## src/rtl/stopwatch_pkg.sv

```systemverilog
// Shared digit widths, digit limits and the time-set record for the stopwatch datapath.
package stopwatch_pkg;

  localparam int unsigned MSEC_W = 7;
  localparam int unsigned SEC_W  = 6;
  localparam int unsigned MIN_W  = 6;
  localparam int unsigned HOUR_W = 5;

  localparam logic [MSEC_W-1:0] MSEC_MAX = 7'd99;
  localparam logic [SEC_W-1:0]  SEC_MAX  = 6'd59;
  localparam logic [MIN_W-1:0]  MIN_MAX  = 6'd59;
  localparam logic [HOUR_W-1:0] HOUR_MAX = 5'd23;

  typedef enum logic {
    ModeWatch = 1'b0,
    ModeCount = 1'b1
  } disp_mode_e;

  typedef struct packed {
    logic [HOUR_W-1:0] hour;
    logic [MIN_W-1:0]  min;
    logic [SEC_W-1:0]  sec;
    logic [MSEC_W-1:0] msec;
  } time_t;

endpackage

```

## src/rtl/time_counter_set.sv

```systemverilog
// One hour:min:sec:centisecond time set: a clock divider feeding a 4-digit up/down cascade.
module time_counter_set
  import stopwatch_pkg::*;
#(
  parameter bit          DIR_EN    = 1'b0,
  parameter int unsigned INIT_HOUR = 0,
  parameter int unsigned DIV       = 10
) (
  input  logic              clk,
  input  logic              reset,
  input  logic              run,
  input  logic              clear,
  input  logic              dir,
  output logic [MSEC_W-1:0] msec,
  output logic [SEC_W-1:0]  sec,
  output logic [MIN_W-1:0]  min,
  output logic [HOUR_W-1:0] hour,
  output logic              tick
);

  localparam int unsigned DivW = (DIV > 1) ? $clog2(DIV) : 1;
  localparam logic [DivW-1:0] DivLast = DivW'(DIV - 1);

  logic [DivW-1:0]   div_q, div_d;
  logic [MSEC_W-1:0] msec_q, msec_d;
  logic [SEC_W-1:0]  sec_q, sec_d;
  logic [MIN_W-1:0]  min_q, min_d;
  logic [HOUR_W-1:0] hour_q, hour_d;
  logic              down;

  assign down = DIR_EN && dir;

  always_comb begin
    tick   = run && !clear && (div_q == DivLast);
    div_d  = div_q;
    msec_d = msec_q;
    sec_d  = sec_q;
    min_d  = min_q;
    hour_d = hour_q;
    if (clear) begin
      div_d  = '0;
      msec_d = '0;
      sec_d  = '0;
      min_d  = '0;
      hour_d = '0;
    end else begin
      // Divider holds while paused so a resume continues mid-period.
      if (run) div_d = tick ? '0 : div_q + 1'b1;
      if (tick && down) begin
        if (msec_q == '0) begin
          msec_d = MSEC_MAX;
          if (sec_q == '0) begin
            sec_d = SEC_MAX;
            if (min_q == '0) begin
              min_d  = MIN_MAX;
              hour_d = (hour_q == '0) ? HOUR_MAX : hour_q - 1'b1;
            end else begin
              min_d = min_q - 1'b1;
            end
          end else begin
            sec_d = sec_q - 1'b1;
          end
        end else begin
          msec_d = msec_q - 1'b1;
        end
      end else if (tick) begin
        if (msec_q == MSEC_MAX) begin
          msec_d = '0;
          if (sec_q == SEC_MAX) begin
            sec_d = '0;
            if (min_q == MIN_MAX) begin
              min_d  = '0;
              hour_d = (hour_q == HOUR_MAX) ? '0 : hour_q + 1'b1;
            end else begin
              min_d = min_q + 1'b1;
            end
          end else begin
            sec_d = sec_q + 1'b1;
          end
        end else begin
          msec_d = msec_q + 1'b1;
        end
      end
    end
  end

  always_ff @(posedge clk or negedge reset) begin
    if (!reset) begin
      div_q  <= '0;
      msec_q <= '0;
      sec_q  <= '0;
      min_q  <= '0;
      hour_q <= HOUR_W'(INIT_HOUR);
    end else begin
      div_q  <= div_d;
      msec_q <= msec_d;
      sec_q  <= sec_d;
      min_q  <= min_d;
      hour_q <= hour_d;
    end
  end

  assign msec = msec_q;
  assign sec  = sec_q;
  assign min  = min_q;
  assign hour = hour_q;

endmodule

```

## src/rtl/stopwatch_datapath.sv

```systemverilog
// Stopwatch datapath top: free-running WATCH set, controllable COUNT set, registered display mux.
module stopwatch_datapath
  import stopwatch_pkg::*;
#(
  parameter int unsigned CLK_FREQ   = 100_000_000,
  parameter int unsigned TICK_HZ    = 100,
  parameter int unsigned WATCH_HOUR = 12
) (
  input  logic              clk,
  input  logic              reset,
  input  logic              en,
  input  logic              clear,
  input  logic              up_down,
  input  logic              mode,
  output logic [MSEC_W-1:0] msec,
  output logic [SEC_W-1:0]  sec,
  output logic [MIN_W-1:0]  min,
  output logic [HOUR_W-1:0] hour,
  output logic              tick
);

  localparam int unsigned Div = CLK_FREQ / TICK_HZ;

  time_t watch_t, count_t, disp_d, disp_q;
  logic  count_tick, watch_tick_unused;
  logic  tick_q;

  time_counter_set #(
    .DIR_EN   (1'b0),
    .INIT_HOUR(WATCH_HOUR),
    .DIV      (Div)
  ) u_watch (
    .clk  (clk),
    .reset(reset),
    .run  (1'b1),
    .clear(1'b0),
    .dir  (1'b0),
    .msec (watch_t.msec),
    .sec  (watch_t.sec),
    .min  (watch_t.min),
    .hour (watch_t.hour),
    .tick (watch_tick_unused)
  );

  time_counter_set #(
    .DIR_EN   (1'b1),
    .INIT_HOUR(0),
    .DIV      (Div)
  ) u_count (
    .clk  (clk),
    .reset(reset),
    .run  (en),
    .clear(clear),
    .dir  (up_down),
    .msec (count_t.msec),
    .sec  (count_t.sec),
    .min  (count_t.min),
    .hour (count_t.hour),
    .tick (count_tick)
  );

  always_comb begin
    disp_d = (disp_mode_e'(mode) == ModeCount) ? count_t : watch_t;
  end

  always_ff @(posedge clk or negedge reset) begin
    if (!reset) begin
      disp_q <= '0;
      tick_q <= 1'b0;
    end else begin
      disp_q <= disp_d;
      tick_q <= count_tick;
    end
  end

  assign msec = disp_q.msec;
  assign sec  = disp_q.sec;
  assign min  = disp_q.min;
  assign hour = disp_q.hour;
  assign tick = tick_q;

endmodule

```

## config.mk

```make
export PLATFORM = sky130hd
export DESIGN_NAME = stopwatch_datapath
export DESIGN_NICKNAME = d
export VERILOG_FILES = /design/src/rtl/stopwatch_pkg.sv /design/src/rtl/time_counter_set.sv /design/src/rtl/stopwatch_datapath.sv
export SDC_FILE = /design/constraint.sdc
export NUM_CORES = 1
export LEC_CHECK = 0
export ABC_AREA = 1
export BUFFER_PORTS_ARGS = -buffer_cell sky130_fd_sc_hd__buf_2
export CORE_MARGIN = 2
export CORE_UTILIZATION = 57
export CTS_CLUSTER_DIAMETER = 200
export DETAILED_ROUTE_END_ITERATION = 8
export GPL_TIMING_DRIVEN = 0
export HOLD_SLACK_MARGIN = 0.03
export MAX_ROUTING_LAYER = met4
export PLACE_DENSITY = 0.86
export REMOVE_ABC_BUFFERS = 1
export SYNTH_ARGS = -nofsm -noshare
export SYNTH_HDL_FRONTEND = slang
export SYNTH_SLANG_ARGS = --single-unit
```

## constraint.sdc

```tcl
create_clock -name clk -period 3.5 [get_ports clk]
set_input_delay 0.7 -clock clk [delete_from_list [all_inputs] [get_ports clk]]
set_output_delay 0.7 -clock clk [all_outputs]
set_load 0.01 [all_outputs]
```

After elaboration in Yosys (flattened, before gate mapping)
Cells that the tools add are included.

Register bits: 113. Input bits: 6. Output and inout bits: 25. Word-level logic and storage cells: 102.

$add $sub $neg: 14. Eq/ne operators: 13. Mux-type cells: 41. Reductions and logical operators: 19.

Operators with widths (count): two-way mux 6 bit (18); two-way mux 20 bit (4); two-way mux 5 bit (12); two-way mux 7 bit (6); adder 20 x 1 -> 20 bit, second input constant (2); == test 20 bit, second input constant (2); adder 6 x 1 -> 6 bit, second input constant (4); == test 6 bit, second input constant (4); two-way mux 24 bit (1); adder 7 x 1 -> 7 bit, second input constant (2); == test 7 bit, second input constant (2); logical NOT 6 bit (2); nonzero test 3 bit (4); subtractor 6 x 1 -> 6 bit, second input constant (2); adder 5 x 1 -> 5 bit, second input constant (2); == test 5 bit, second input constant (2); inequality test 3 bit, second input constant (3); logical NOT 7 bit (1); AND reduction 7 bit (1); subtractor 7 x 1 -> 7 bit, second input constant (1); AND reduction 3 bit (2); logical NOT 5 bit (1); AND reduction 5 bit (1); subtractor 5 x 1 -> 5 bit, second input constant (1); 5 further kinds (7).

Logic depth before layout (Yosys ltp)
Word-level depth: 8. Mapped depth: 13.

Modules after synthesis
Synthesis repeated with hierarchy kept, for this count alone.

Cell total of the unflattened synthesis: 978. Area total of the unflattened synthesis: 7308.3 um2.

By module, submodules not included: time_counter_set (u_count) (instances 1, cells an instance 489, area an instance 3485.8 um2, sequential area each 1101.1 um2); time_counter_set (u_watch) (instances 1, cells an instance 384, area an instance 2815.2 um2, sequential area each 1103.6 um2); stopwatch_datapath (instances 1, cells an instance 105, area an instance 1007.2 um2, sequential area each 625.6 um2).

Worst setup path before layout
No wires, ideal clock.

Path type: input to register. Start: in clear. End: reg u_count.min_q[5] (netlist: u_count.min[5]). Arrival time: 1.793 ns. Data required time: 3.378 ns. Path slack: 1.585 ns. Stages on the path: 10. Buffers on the path: 2. Cell sequence: buf_6 > nor2_2 > nand2_1 > nor2_2 > nand3_4 > o21ai_4 > nand3_2 > buf_6 > nand2_1 > o21ai_1.

Cells in the longest elaborated chain, start to end: 6. Elaborated cells between the ends (all ways): 12.

Ends and longest elaborated chain: start, declared (line stopwatch_datapath.sv:12) `input logic clear,`; logical NOT 1 bit (line time_counter_set.sv:34) `tick = run && !clear && (div_q == DivLast);`; logical AND 1 bit (2 in series) (line time_counter_set.sv:34); logical AND 1 bit (line time_counter_set.sv:49) `if (tick && down) begin`; inequality test 3 bit (no line) (tied with other cells); AND reduction 5 bit (no line) or two-way mux 6 bit (tied branches); end signal, assigned (line time_counter_set.sv:98) `min_q <= min_d;`; end, declared (line time_counter_set.sv:27) `logic [MIN_W-1:0] min_q, min_d;`.

Parallel ways exist; a longest one is shown, timed or not. A chain may end at the register's enable or synchronous reset.

Worst setup path after layout
Start: reg u_count.div_q[1]. End: reg u_count.min_q[0] (netlist: u_count.min[0]).

Cells in the longest elaborated chain, start to end: 5. Elaborated cells between the ends (all ways): 11.

Ends and longest elaborated chain: start, declared (line time_counter_set.sv:24) `logic [DivW-1:0] div_q, div_d;`; start signal, assigned (line time_counter_set.sv:95) `div_q <= div_d;`; == test 20 bit (*) (line time_counter_set.sv:34); logical AND 1 bit (*) (line time_counter_set.sv:34); logical AND 1 bit (line time_counter_set.sv:49); inequality test 3 bit (no line) (tied with other cells); AND reduction 5 bit (no line) or two-way mux 6 bit (tied branches).

Every way passes the cells marked *; elsewhere a longest branch is shown, timed or not.

==> flow_summary.ini <==
[die]
die_h_um = 112
die_area_um2 = 12600
initial_standard_cell_utilization_of_the_core_pct = 58.5
width_of_the_die_um = 112
io_pins = 31
core_um2 = 11400
rows = 39

[worst_setup_path]
worst-setup-path-type = register to register
worstPathCellList = ha_1, nand2_1, nor2_2, nand3_1, nor2_1, nand3_2, nand3_1, nand3_2, nand2_1, o21ai_2
worst_path_arrival_time_ns = 2.60
setup.worst_path.end_class = register
critical_path_required_ns = 3.80
critPathMaxStageDelay_ns = 0.36
reg2reg_from = u_count.div_q[1]$_DFFE_PN0P_
cp_top_family = simple AND/OR/NAND/NOR gates
cp-start-kind = register
critical_path.startpoint = u_count.div_q[1]$_DFFE_PN0P_
critPathMaxFanout = 16
crit_buf_inv = 0
master_of_the_slowest_instance_on_the_critical_path = sky130_fd_sc_hd__dfrtp_1

[yosys]
synth_ff_type = sky130_fd_sc_hd__dfrtp_1
synth.cell_area_um2 = 6680
synth_edf_count = 0
part_of_the_yosys_area_used_for_sequential_elements_pct = 42.4
post_synth_inst_count = 892
async_flop_share_pct = 100
yosys_reg_bits = 113
synth.avg_cell_area_um2 = 7.49
ys_types = 41
yosysWarningCount = 0

[timing]
worst-slew-pin-transition_ns = 0.754
maxSlewHeadroom_pct = 49.7
setup-violations-final = 0
final.setup.tns_ns = 0
finalClockSkew_ns = 0.0120
grt_setup_unrepaired = false
post-route-period-util_pct = 65.5
achievable-frequency_mhz = 436
timing.final.max_slew_violations = 0
min_period_ns = 2.29
timing_hold_violations_final = 0

[detailed_routing]
drt_pass1_iterations = 5
drc = 0
routed_wire_length_mm = 14.4
routed-via-count = 5896
initialDrtViolationCount = 442
met2_length_mm = 6.77
routedWlPerCell_um = 13.4
drt-met1-wl_mm = 6.63
met3_length_um = 627
detail-route-antenna-nets = 0
route.top_layer_used = met4
detail_route.vias_per_cell = 5.47

[clock_network]
cts_setup_buffers = 0
cts_hold_buf = 0
post_cts_resized = 0
cts_inserted_buffers = 17
clock_insertion_delay_worst_skew_ns = 0.42
clock_tree.root_cell = sky130_fd_sc_hd__clkbuf_16
max-clock-path-buffers = 2
tritoncts = built
ctsHtreeMaxLevel = 4
cts.clk_slew.worst_paths_ns = 0.05
cts.sink_count = 113

[final_layout]
post_route_cells_drive_above_1_share_pct = 10.8
final_cells = 1077
most_frequent_cells_in_the_layout = sky130_fd_sc_hd__nand2_1, sky130_fd_sc_hd__dfrtp_1, sky130_fd_sc_hd__inv_1
commonest_non_fill_non_tap_cell_in_the_layout = sky130_fd_sc_hd__nand2_1
finish.utilization_pct = 65.6
design.final.nets = 944
ant_diodes = 0
area_growth_syn_to_layout_pct = 12.2

[grt]
largest_net_degree_at_the_start_of_global_routing = 59
via_count_of_the_first_global_routing_pass = 5706
grt_first_pass_wirelength_mm = 25.4
total_routing_usage_reported_by_global_routing_pct = 25.5
grt_antenna_before_repair = 0
overall_overflow_remaining_after_global_route = 0

[place]
port_buffers = 30
routabilityCongestion = 0.958
detailedPlacementHpwl_mm = 9.85
placed_cells_incl_taps = 1045

[status]
run_status = completed

[power_and_ir_drop]
totalPowerFinal_mw = 3.32
power.static_leakage_nw = 3.53
power_per_cell_area_nw_per_um2 = 442
ir_drop_uv = 472

[worst_hold_path]
hold_path.class = primary input to async pin

[flow_run]
cap_viol_max_count = 0
## final timing paths
kind	slack, ns	cells past startpoint	endpoint
setup / recovery	1.21	10	u_count.min[0]$_DFFE_PN0P_
hold / removal	0.33	1	u_watch.div_q[4]$_DFF_PN0_
hold reg to reg	0.47	1	u_watch.div_q[0]$_DFF_PN0_
min in group clk	0.47	1	u_watch.div_q[0]$_DFF_PN0_
setup reg to reg	1.21	10	u_count.min[0]$_DFFE_PN0P_
max in group asynchronous	2.39	2	u_watch.hour[3]$_DFFE_PN1P_
## layer usage
metal | track usage (%) | vias up
li1 | - | 2955
met1 | 32.2 | 2737
met2 | 40.3 | 168
met3 | 5.18 | 36
met4 | 10.7 | 0
met5 | - | -
## cell usage after synthesis (10+ instances only)
cell / n / share of area [%]
sky130_fd_sc_hd__ha_1: 17 / 3.2
sky130_fd_sc_hd__xor2_1: 27 / 3.5
sky130_fd_sc_hd__xnor2_1: 10 / 1.3
sky130_fd_sc_hd__nand3_1: 77 / 5.8
sky130_fd_sc_hd__nand2_2: 10 / 0.94
sky130_fd_sc_hd__o21ai_0: 78 / 5.8
sky130_fd_sc_hd__nor2_1: 103 / 5.8
sky130_fd_sc_hd__dfrtp_1: 111 / 42
sky130_fd_sc_hd__inv_1: 109 / 6.1
sky130_fd_sc_hd__clkbuf_1: 10 / 0.56
sky130_fd_sc_hd__nand4_1: 13 / 1.2
sky130_fd_sc_hd__a21oi_1: 24 / 1.8
sky130_fd_sc_hd__nor3_1: 20 / 1.5
sky130_fd_sc_hd__nand2_1: 203 / 11
## sequential cells by signal, summed over array words and instances, names as in the netlist, 6 cells and up
signal and cells:
min 6, msec 7, sec 6, u_count.div_q 20, u_count.min 6, u_count.msec 7
u_count.sec 6, u_watch.div_q 20, u_watch.min 6, u_watch.msec 7, u_watch.sec 6
## layout make-up
type                            instances  area, µm²
Fill cell                             957       3920
Multi-Input combinational cell        643       3310
Inverter                              115        432
Sequential cell                       113       2830
Clock inverter                          5       50.0
Clock buffer                           27        513
Tap cell                              143        179
Timing Repair Buffer                   31        180
## through the flow
step | worst slack, ns | hold WS, ns | area (µm²)
2_1_floorplan | 1.57 | 0.404 | 6570
3_3_place_gp | 0.402 | 0.456 | 6900
3_5_place_dp | 0.915 | 0.464 | 6930
4_1_cts | 1.21 | 0.366 | 7500
5_1_grt | 0.964 | 0.402 | 7500
6_report | 1.21 | 0.329 | 7500
## worst register-to-register path, stage by stage, from the launching register on
cell and delay, ns:
sky130_fd_sc_hd__dfrtp_1 0.36, sky130_fd_sc_hd__ha_1 0.21, sky130_fd_sc_hd__nand2_1 0.10, sky130_fd_sc_hd__nor2_2 0.14, sky130_fd_sc_hd__nand3_1 0.08, sky130_fd_sc_hd__nor2_1 0.14, sky130_fd_sc_hd__nand3_2 0.35, sky130_fd_sc_hd__nand3_1 0.24
sky130_fd_sc_hd__nand3_2 0.32, sky130_fd_sc_hd__nand2_1 0.17, sky130_fd_sc_hd__o21ai_2 0.06
## cell families after synthesis
family | after synthesis | synth area share (%)
and+or+nand+nor | 457 | 30.6
buffers and inverters | 136 | 8.04
AOI/OAI and AO/OA | 132 | 11.0
DFF | 113 | 42.4
xor gates and xnor gates | 37 | 4.85
adders and majority gates | 17 | 3.18
## where the power goes
part | leakage [nW] | switching (mW) | internal [mW] | total (mW)
combinational | 1.70 | 0.201 | 0.109 | 0.310
sequential | 1.54 | 0.0368 | 1.34 | 1.38
clock | 0.281 | 0.564 | 1.06 | 1.63
total | 3.53 | 0.802 | 2.51 | 3.32
No activity file was read; power rests on OpenSTA's default activity.
